[config.mk]
export PLATFORM = sky130hd
export DESIGN_NAME = cnn_conv_sched
export DESIGN_NICKNAME = d
export VERILOG_FILES = /design/src/rtl/cnn_conv_sched.sv
export SDC_FILE = /design/constraint.sdc
export NUM_CORES = 1
export LEC_CHECK = 0
export CAP_MARGIN = 30
export CELL_PAD_IN_SITES_DETAIL_PLACEMENT = 1
export CELL_PAD_IN_SITES_GLOBAL_PLACEMENT = 1
export CORE_MARGIN = 1
export CORE_UTILIZATION = 43
export DETAILED_ROUTE_END_ITERATION = 6
export GPL_ROUTABILITY_DRIVEN = 0
export PLACE_DENSITY_LB_ADDON = 0.2
export REMOVE_ABC_BUFFERS = 1
export SYNTH_ARGS = -nofsm -noshare
export SYNTH_HDL_FRONTEND = slang
export SYNTH_SLANG_ARGS = --single-unit
[constraint.sdc]
create_clock -name clkn -period 6.83 [get_ports clkn]
set_clock_uncertainty 0.2 [all_clocks]
set_input_delay 1.7075 -clock clkn [delete_from_list [all_inputs] [get_ports clkn]]
set_output_delay 1.7075 -clock clkn [all_outputs]
set_load 0.05 [all_outputs]
[src/rtl/cnn_conv_sched.sv]
// 3x3 valid-convolution scheduler for CNN_16: loads the kernel, then sequences
// tap reads, MAC strobes and result writes for every output pixel.
module cnn_conv_sched #(
  parameter int          IMG_W = 16,
  parameter int          IMG_H = 16,
  parameter logic [11:0] KBASE = 12'h000,
  parameter logic [11:0] IBASE = 12'h100,
  parameter logic [11:0] OBASE = 12'h200
) (
  input  logic        clkn,
  input  logic        rstn,
  input  logic        start,
  input  logic        abort,
  input  logic        mem_gnt,
  output logic        mem_req,
  output logic        mem_we,
  output logic [11:0] mem_adr,
  output logic        k_we,
  output logic [3:0]  k_idx,
  output logic        mac_clr,
  output logic        mac_en,
  output logic [3:0]  tap_idx,
  output logic [3:0]  out_x,
  output logic [3:0]  out_y,
  output logic        busy,
  output logic        done
);

  typedef enum logic [2:0] {
    S_IDLE, S_LDK, S_CLR, S_TAP, S_WAIT, S_WR, S_DONE
  } state_t;

  state_t      r_state, w_state;
  logic [3:0]  r_k, r_t, r_x, r_y;
  logic [3:0]  w_k, w_t, w_x, w_y;
  logic        w_acc;
  logic [11:0] w_adr;

  logic        r_mem_req, r_mem_we, r_k_we, r_mac_clr, r_mac_en, r_busy, r_done;
  logic [11:0] r_mem_adr;
  logic [3:0]  r_k_idx, r_tap_idx;

  function automatic logic [11:0] f_tap_adr(input logic [3:0] x, input logic [3:0] y,
                                            input logic [3:0] t);
    logic [3:0] ky;
    logic [3:0] kx;
    ky = t / 4'd3;
    kx = t % 4'd3;
    return IBASE + 12'((int'(y) + int'(ky)) * IMG_W + int'(x) + int'(kx));
  endfunction

  assign w_acc = r_mem_req & mem_gnt;

  // NOTE: every signal assigned here gets a default first so no latch is inferred.
  always_comb begin
    w_state = r_state;
    w_k     = r_k;
    w_t     = r_t;
    w_x     = r_x;
    w_y     = r_y;
    case (r_state)
      S_IDLE: if (start) begin
        w_state = S_LDK;
        w_k = '0; w_t = '0; w_x = '0; w_y = '0;
      end
      S_LDK: if (w_acc) begin
        if (r_k == 4'd8) begin
          w_state = S_CLR;
          w_k     = '0;
        end else begin
          w_k = r_k + 4'd1;
        end
      end
      S_CLR: begin
        w_state = S_TAP;
        w_t     = '0;
      end
      S_TAP: if (w_acc) begin
        if (r_t == 4'd8) begin
          w_state = S_WAIT;
          w_t     = '0;
        end else begin
          w_t = r_t + 4'd1;
        end
      end
      S_WAIT: w_state = S_WR;
      S_WR: if (w_acc) begin
        if (r_x == 4'(IMG_W - 3)) begin
          w_x = '0;
          if (r_y == 4'(IMG_H - 3)) begin
            w_state = S_DONE;
            w_y     = '0;
          end else begin
            w_state = S_CLR;
            w_y     = r_y + 4'd1;
          end
        end else begin
          w_state = S_CLR;
          w_x     = r_x + 4'd1;
        end
      end
      S_DONE:  w_state = S_IDLE;
      default: w_state = S_IDLE;
    endcase
    // Abort overrides every transition, including a start seen in IDLE.
    if (abort) begin
      w_state = S_IDLE;
      w_k = '0; w_t = '0; w_x = '0; w_y = '0;
    end
  end

  always_comb begin
    w_adr = '0;
    case (w_state)
      S_LDK:   w_adr = KBASE + {8'd0, w_k};
      S_TAP:   w_adr = f_tap_adr(w_x, w_y, w_t);
      S_WR:    w_adr = OBASE + 12'(int'(w_y) * (IMG_W - 2) + int'(w_x));
      default: w_adr = '0;
    endcase
  end

  // NOTE: sequential state uses non-blocking assignments so all registers update together.
  always_ff @(posedge clkn or posedge rstn) begin
    if (rstn) begin
      r_state   <= S_IDLE;
      r_k       <= '0;
      r_t       <= '0;
      r_x       <= '0;
      r_y       <= '0;
      r_mem_req <= 1'b0;
      r_mem_we  <= 1'b0;
      r_mem_adr <= '0;
      r_k_we    <= 1'b0;
      r_k_idx   <= '0;
      r_mac_clr <= 1'b0;
      r_mac_en  <= 1'b0;
      r_tap_idx <= '0;
      r_busy    <= 1'b0;
      r_done    <= 1'b0;
    end else begin
      r_state   <= w_state;
      r_k       <= w_k;
      r_t       <= w_t;
      r_x       <= w_x;
      r_y       <= w_y;
      r_mem_req <= (w_state == S_LDK) || (w_state == S_TAP) || (w_state == S_WR);
      r_mem_we  <= (w_state == S_WR);
      r_mem_adr <= w_adr;
      r_mac_clr <= (w_state == S_CLR);
      r_busy    <= (w_state != S_IDLE);
      r_done    <= (w_state == S_DONE);
      // Read data returns one cycle after acceptance; abort drops the pending strobe.
      r_k_we    <= !abort && (r_state == S_LDK) && w_acc;
      r_k_idx   <= (!abort && (r_state == S_LDK) && w_acc) ? r_k : 4'd0;
      r_mac_en  <= !abort && (r_state == S_TAP) && w_acc;
      r_tap_idx <= (!abort && (r_state == S_TAP) && w_acc) ? r_t : 4'd0;
    end
  end

  assign mem_req = r_mem_req;
  assign mem_we  = r_mem_we;
  assign mem_adr = r_mem_adr;
  assign k_we    = r_k_we;
  assign k_idx   = r_k_idx;
  assign mac_clr = r_mac_clr;
  assign mac_en  = r_mac_en;
  assign tap_idx = r_tap_idx;
  assign out_x   = r_x;
  assign out_y   = r_y;
  assign busy    = r_busy;
  assign done    = r_done;

endmodule

==> key figures, run 1 <==
Synthesis
  – Compound-Gate Fraction of Synth Area: 21.8%
  – Cell count after synthesis: 345
  – Ys Warns: 0
  – Post-synthesis simple-gate area fraction: 18.0%
  – Post-Synth XOR/XNOR Area: 4.33%
  – Flops & latches, synth: 44
  – Mux cell area share after synthesis: 1.74%
  – Largest family of logic cells by synthesized area: compound AO/OA/AOI/OAI gates
  – Post-Synthesis Cell Area: 3230 um2
  – Post-Synth Adder-Cell Area: 14.8%
  – Post-synth EDFFs: 0
  – FFs w/ async S/R, synth: 100%
  – Sequential area share after synthesis: 34.0%
  – Yosys cell types: 73
  – Main flop type after synthesis: dfrtp_1
  – Post-Syn Area per Cell: 9.37 um2

Critical path
  – R2R Path Start: r_state[2]$_DFF_PP0_
  – RR Endpoint: mem_adr[7]$_DFF_PP0_
  – Register-to-register setup slack: 1.62 ns
  – Worst-path fanout max: 7
  – CP arrival: 6.30 ns
  – Data required time at the worst endpoint: 6.79 ns
  – Worst Reg2Reg Path Length in Cells: 22
  – Setup crit start kind: input port
  – Crit end category: flop
  – Crit-path cells: clkdlybuf4s50_1 > nand2_1 > nor3_2 > o21ai_1 > a211oi_2 > nand2_1 > ha_1 > inv_1 > xnor2_1 > a31oi_2 > ha_1 > inv_1 > o2111ai_4 > mux2_4 > ha_1 > a21o_1 > a21oi_1 > nor2b_1 > o21ai_1 > xnor2_1 > xnor2_1 > o22ai_1
  – Worst Setup SP: mem_gnt
  – Critical Path Max Stage Delay: 0.54 ns
  – Critical Path End: mem_adr[7]$_DFF_PP0_
  – CP max stage cell: clkdlybuf4s50_1
  – Crit path kind: input port to flop

Clock tree
  – Clock transition at path regs: 0.09 ns
  – Sink Count: 44
  – Number of hold buffers added after cts: 0
  – Root buffer cell: clkbuf_8
  – Inserted Clock Buffers: 5
  – H-tree depth: 2
  – Clock Tree Buf Depth: 2
  – Skew-Pair Late Insertion Delay: 0.30 ns
  – CTS tree: done

Placement
  – HPWL after detailed placement: 6570 um
  – Placed insts: 474
  – Port bufs: 37
  – Placed Area: 3700 um2

Timing
  – Setup TNS after final layout: 0 ns
  – Final hold vios: 0
  – Min Tclk post-route: 6.34 ns
  – Pins Over Slew Limit: 0
  – Slew HR: 52.3%
  – Worst Max-Slew Pin Slew: 0.716 ns
  – RSZ-0062 raised after global routing: no
  – Final setup viols: 0
  – Period Utilization, post-route: 92.8%
  – F_max: 158 MHz

Drt
  – Vias: 2,793
  – Routed WL per cell: 18.0 um
  – Routed WL: 8700 um
  – Initial DRC Count: 118
  – TritonRoute pass-1 iters: 6
  – Vias per std cell: 5.77
  – DRT antenna net count: 0
  – Detailed-route DRC error count: 0

Power and ir drop
  – PD cells: 145 nW/um2
  – Static leakage: 0.00171 uW
  – Worst VDD drop: 0.0663 mV

Global routing
  – Largest net degree at the start of global routing: 45
  – Vias in the first global route: 2,876
  – GRT Residual Overflow: 0
  – Initial antenna violation count: 0
  – First-pass GRT wire length: 14,500 um
  – Gr usage total: 24.0%

Cells and area
  – Most common library cell in the layout ignoring fill and taps: dfrtp_1
  – Layout cell share with drive strength beyond 1: 10.6%
  – Antenna Cells: 0
  – Fin cells: 484
  – Post-route cell area: 3860 um2
  – Most frequent cells in the layout: dfrtp_1, clkdlybuf4s50_1, nor2_1, nand2_1, ha_1
  – Final nets: 423
  – Area growth syn-to-layout: 19.3%

Hold path
  – Hold crit path type: flop to flop

Floorplan
  – Cell Rows: 31
  – Die Width: 88.7 um
  – Area of the core: 7250 um2
  – Ports: 40
  – Die H: 88.7 um
  – Die area: 7870 um2
  – Initial Util: 44.6%

Run status
  – Status: finished clean

Run
  – Maxcap violations: 0
-- state kept, by name (all words and copies together) (netlist names) --
| name | flops |
|---|---|
| out_x | 4 |
| r_k | 4 |
| r_state | 3 |
| r_t | 4 |
| mem_we | 1 |
| out_y | 4 |
| k_we | 1 |
| tap_idx | 4 |
| mac_en | 1 |
| mem_req | 1 |
| mem_adr | 10 |
| mac_clr | 1 |
| busy | 1 |
| done | 1 |
| k_idx | 4 |
-- where the power goes --
part / switching (uW) / internal (uW) / total, uW
logic: 49.5 / 26.0 / 75.5
clock network: 96.6 / 120 / 216
registers: 4.15 / 263 / 267
total: 150 / 408 / 559
-- synthesized netlist by cell type (all sizes together) (2+ instances only) --
library cell	count	area, um2
a221o	3	30.0
nand2b	4	25.0
nand3b	3	26.3
buf	9	62.6
or4	2	15.0
and3b	3	27.5
fa	7	140
o22ai	7	43.8
dfrtp	44	1100
a21o	7	52.6
mux2	2	26.3
a31oi	8	56.3
nor2	28	105
o21ai	16	80.1
mux2i	3	30.0
o2111ai	2	35.0
xnor2	11	96.3
o211ai	2	20.0
o21a	2	15.0
or2	4	25.0
o21bai	2	15.0
nand2	27	101
nor2b	5	31.3
a22oi	2	15.0
nor4	7	43.8
a41oi	2	17.5
clkbuf	5	18.8
a211oi	5	42.5
xor2	5	43.8
a21oi	23	126
nand3	9	50.1
a21boi	2	18.8
ha	27	338
and2	7	43.8
inv	23	86.3
nand4	2	12.5
a311oi	2	23.8
nor3	7	40.0
-- area by class of cell --
cell class / count / area, um2
Tap cell: 99 / 124
Fill cell: 856 / 3390
Clock inverter: 2 / 38.8
Sequential cell: 44 / 1100
Timing Repair Buffer: 45 / 445
Inverter: 23 / 86.3
Multi-Input combinational cell: 265 / 1980
Clock buffer: 6 / 82.6
-- metrics by stage --
step / setup WS (ns) / total power (uW) / hold slack (ns) / utilization, %
final: 0.492 / 559 / 0.373 / 53.2
after global routing: 0.0413 / 584 / 0.387 / 53.2
after CTS: 0.282 / 562 / 0.370 / 52.6
after detailed placement: 0.0344 / 345 / 0.351 / 51.0
after global placement: 0.171 / 343 / 0.326 / 51.0
after floorplan: 0.935 / 320 / 0.300 / -
-- metal layers --
| layer | GRT usage, % | vias up | routed length, um |
|---|---|---|---|
| met5 | 0 | - | 0 |
| li1 | - | 1309 | - |
| met4 | 5.72 | 0 | 137 |
| met1 | 30.1 | 1418 | 3770 |
| met2 | 43.2 | 55 | 4460 |
| met3 | 3.54 | 11 | 336 |
-- timing repair --
item / 4_1_cts / 5_1_grt
endpoints found under the setup margin: 0 / 3
gates resized for setup: 0 / 4
buffers inserted: 0 / 1
-- critical path: cells and delay by family --
family | cells | cell delay [ns]
xor+xnor | 3 | 0.53
simple gates | 4 | 0.66
compound gates | 8 | 1.50
mux | 1 | 0.33
fa+ha+maj | 3 | 0.78
buf+inv | 3 | 0.79
-- cells by family after synthesis --
| kind of cell | after synthesis |
|---|---|
| compound gates | 95 |
| other cells | 1 |
| flops | 44 |
| simple gates | 113 |
| mux | 5 |
| xor+xnor | 16 |
| buf+inv | 37 |
| fa+ha+maj | 34 |
-- worst min-delay path by stage --
stage,from,end,depth (start not counted)
2_1_floorplan,r_k[2]$_DFF_PP0_,k_idx[2]$_DFF_PP0_,1
3_3_place_gp,r_k[2]$_DFF_PP0_,k_idx[2]$_DFF_PP0_,1
3_5_place_dp,r_k[2]$_DFF_PP0_,k_idx[2]$_DFF_PP0_,1
4_1_cts,r_k[2]$_DFF_PP0_,k_idx[2]$_DFF_PP0_,1
5_1_grt,r_k[2]$_DFF_PP0_,k_idx[2]$_DFF_PP0_,1
6_report,r_k[2]$_DFF_PP0_,k_idx[2]$_DFF_PP0_,1
Note: power is estimated with default switching activity, not from simulation.
==> run 2: changes to the inputs <==
Settings changed: GPL_ROUTABILITY_DRIVEN 0 to unset.
==> results of run 2 <==
The final DEF is identical to that of run 1; final timing and power are the same.
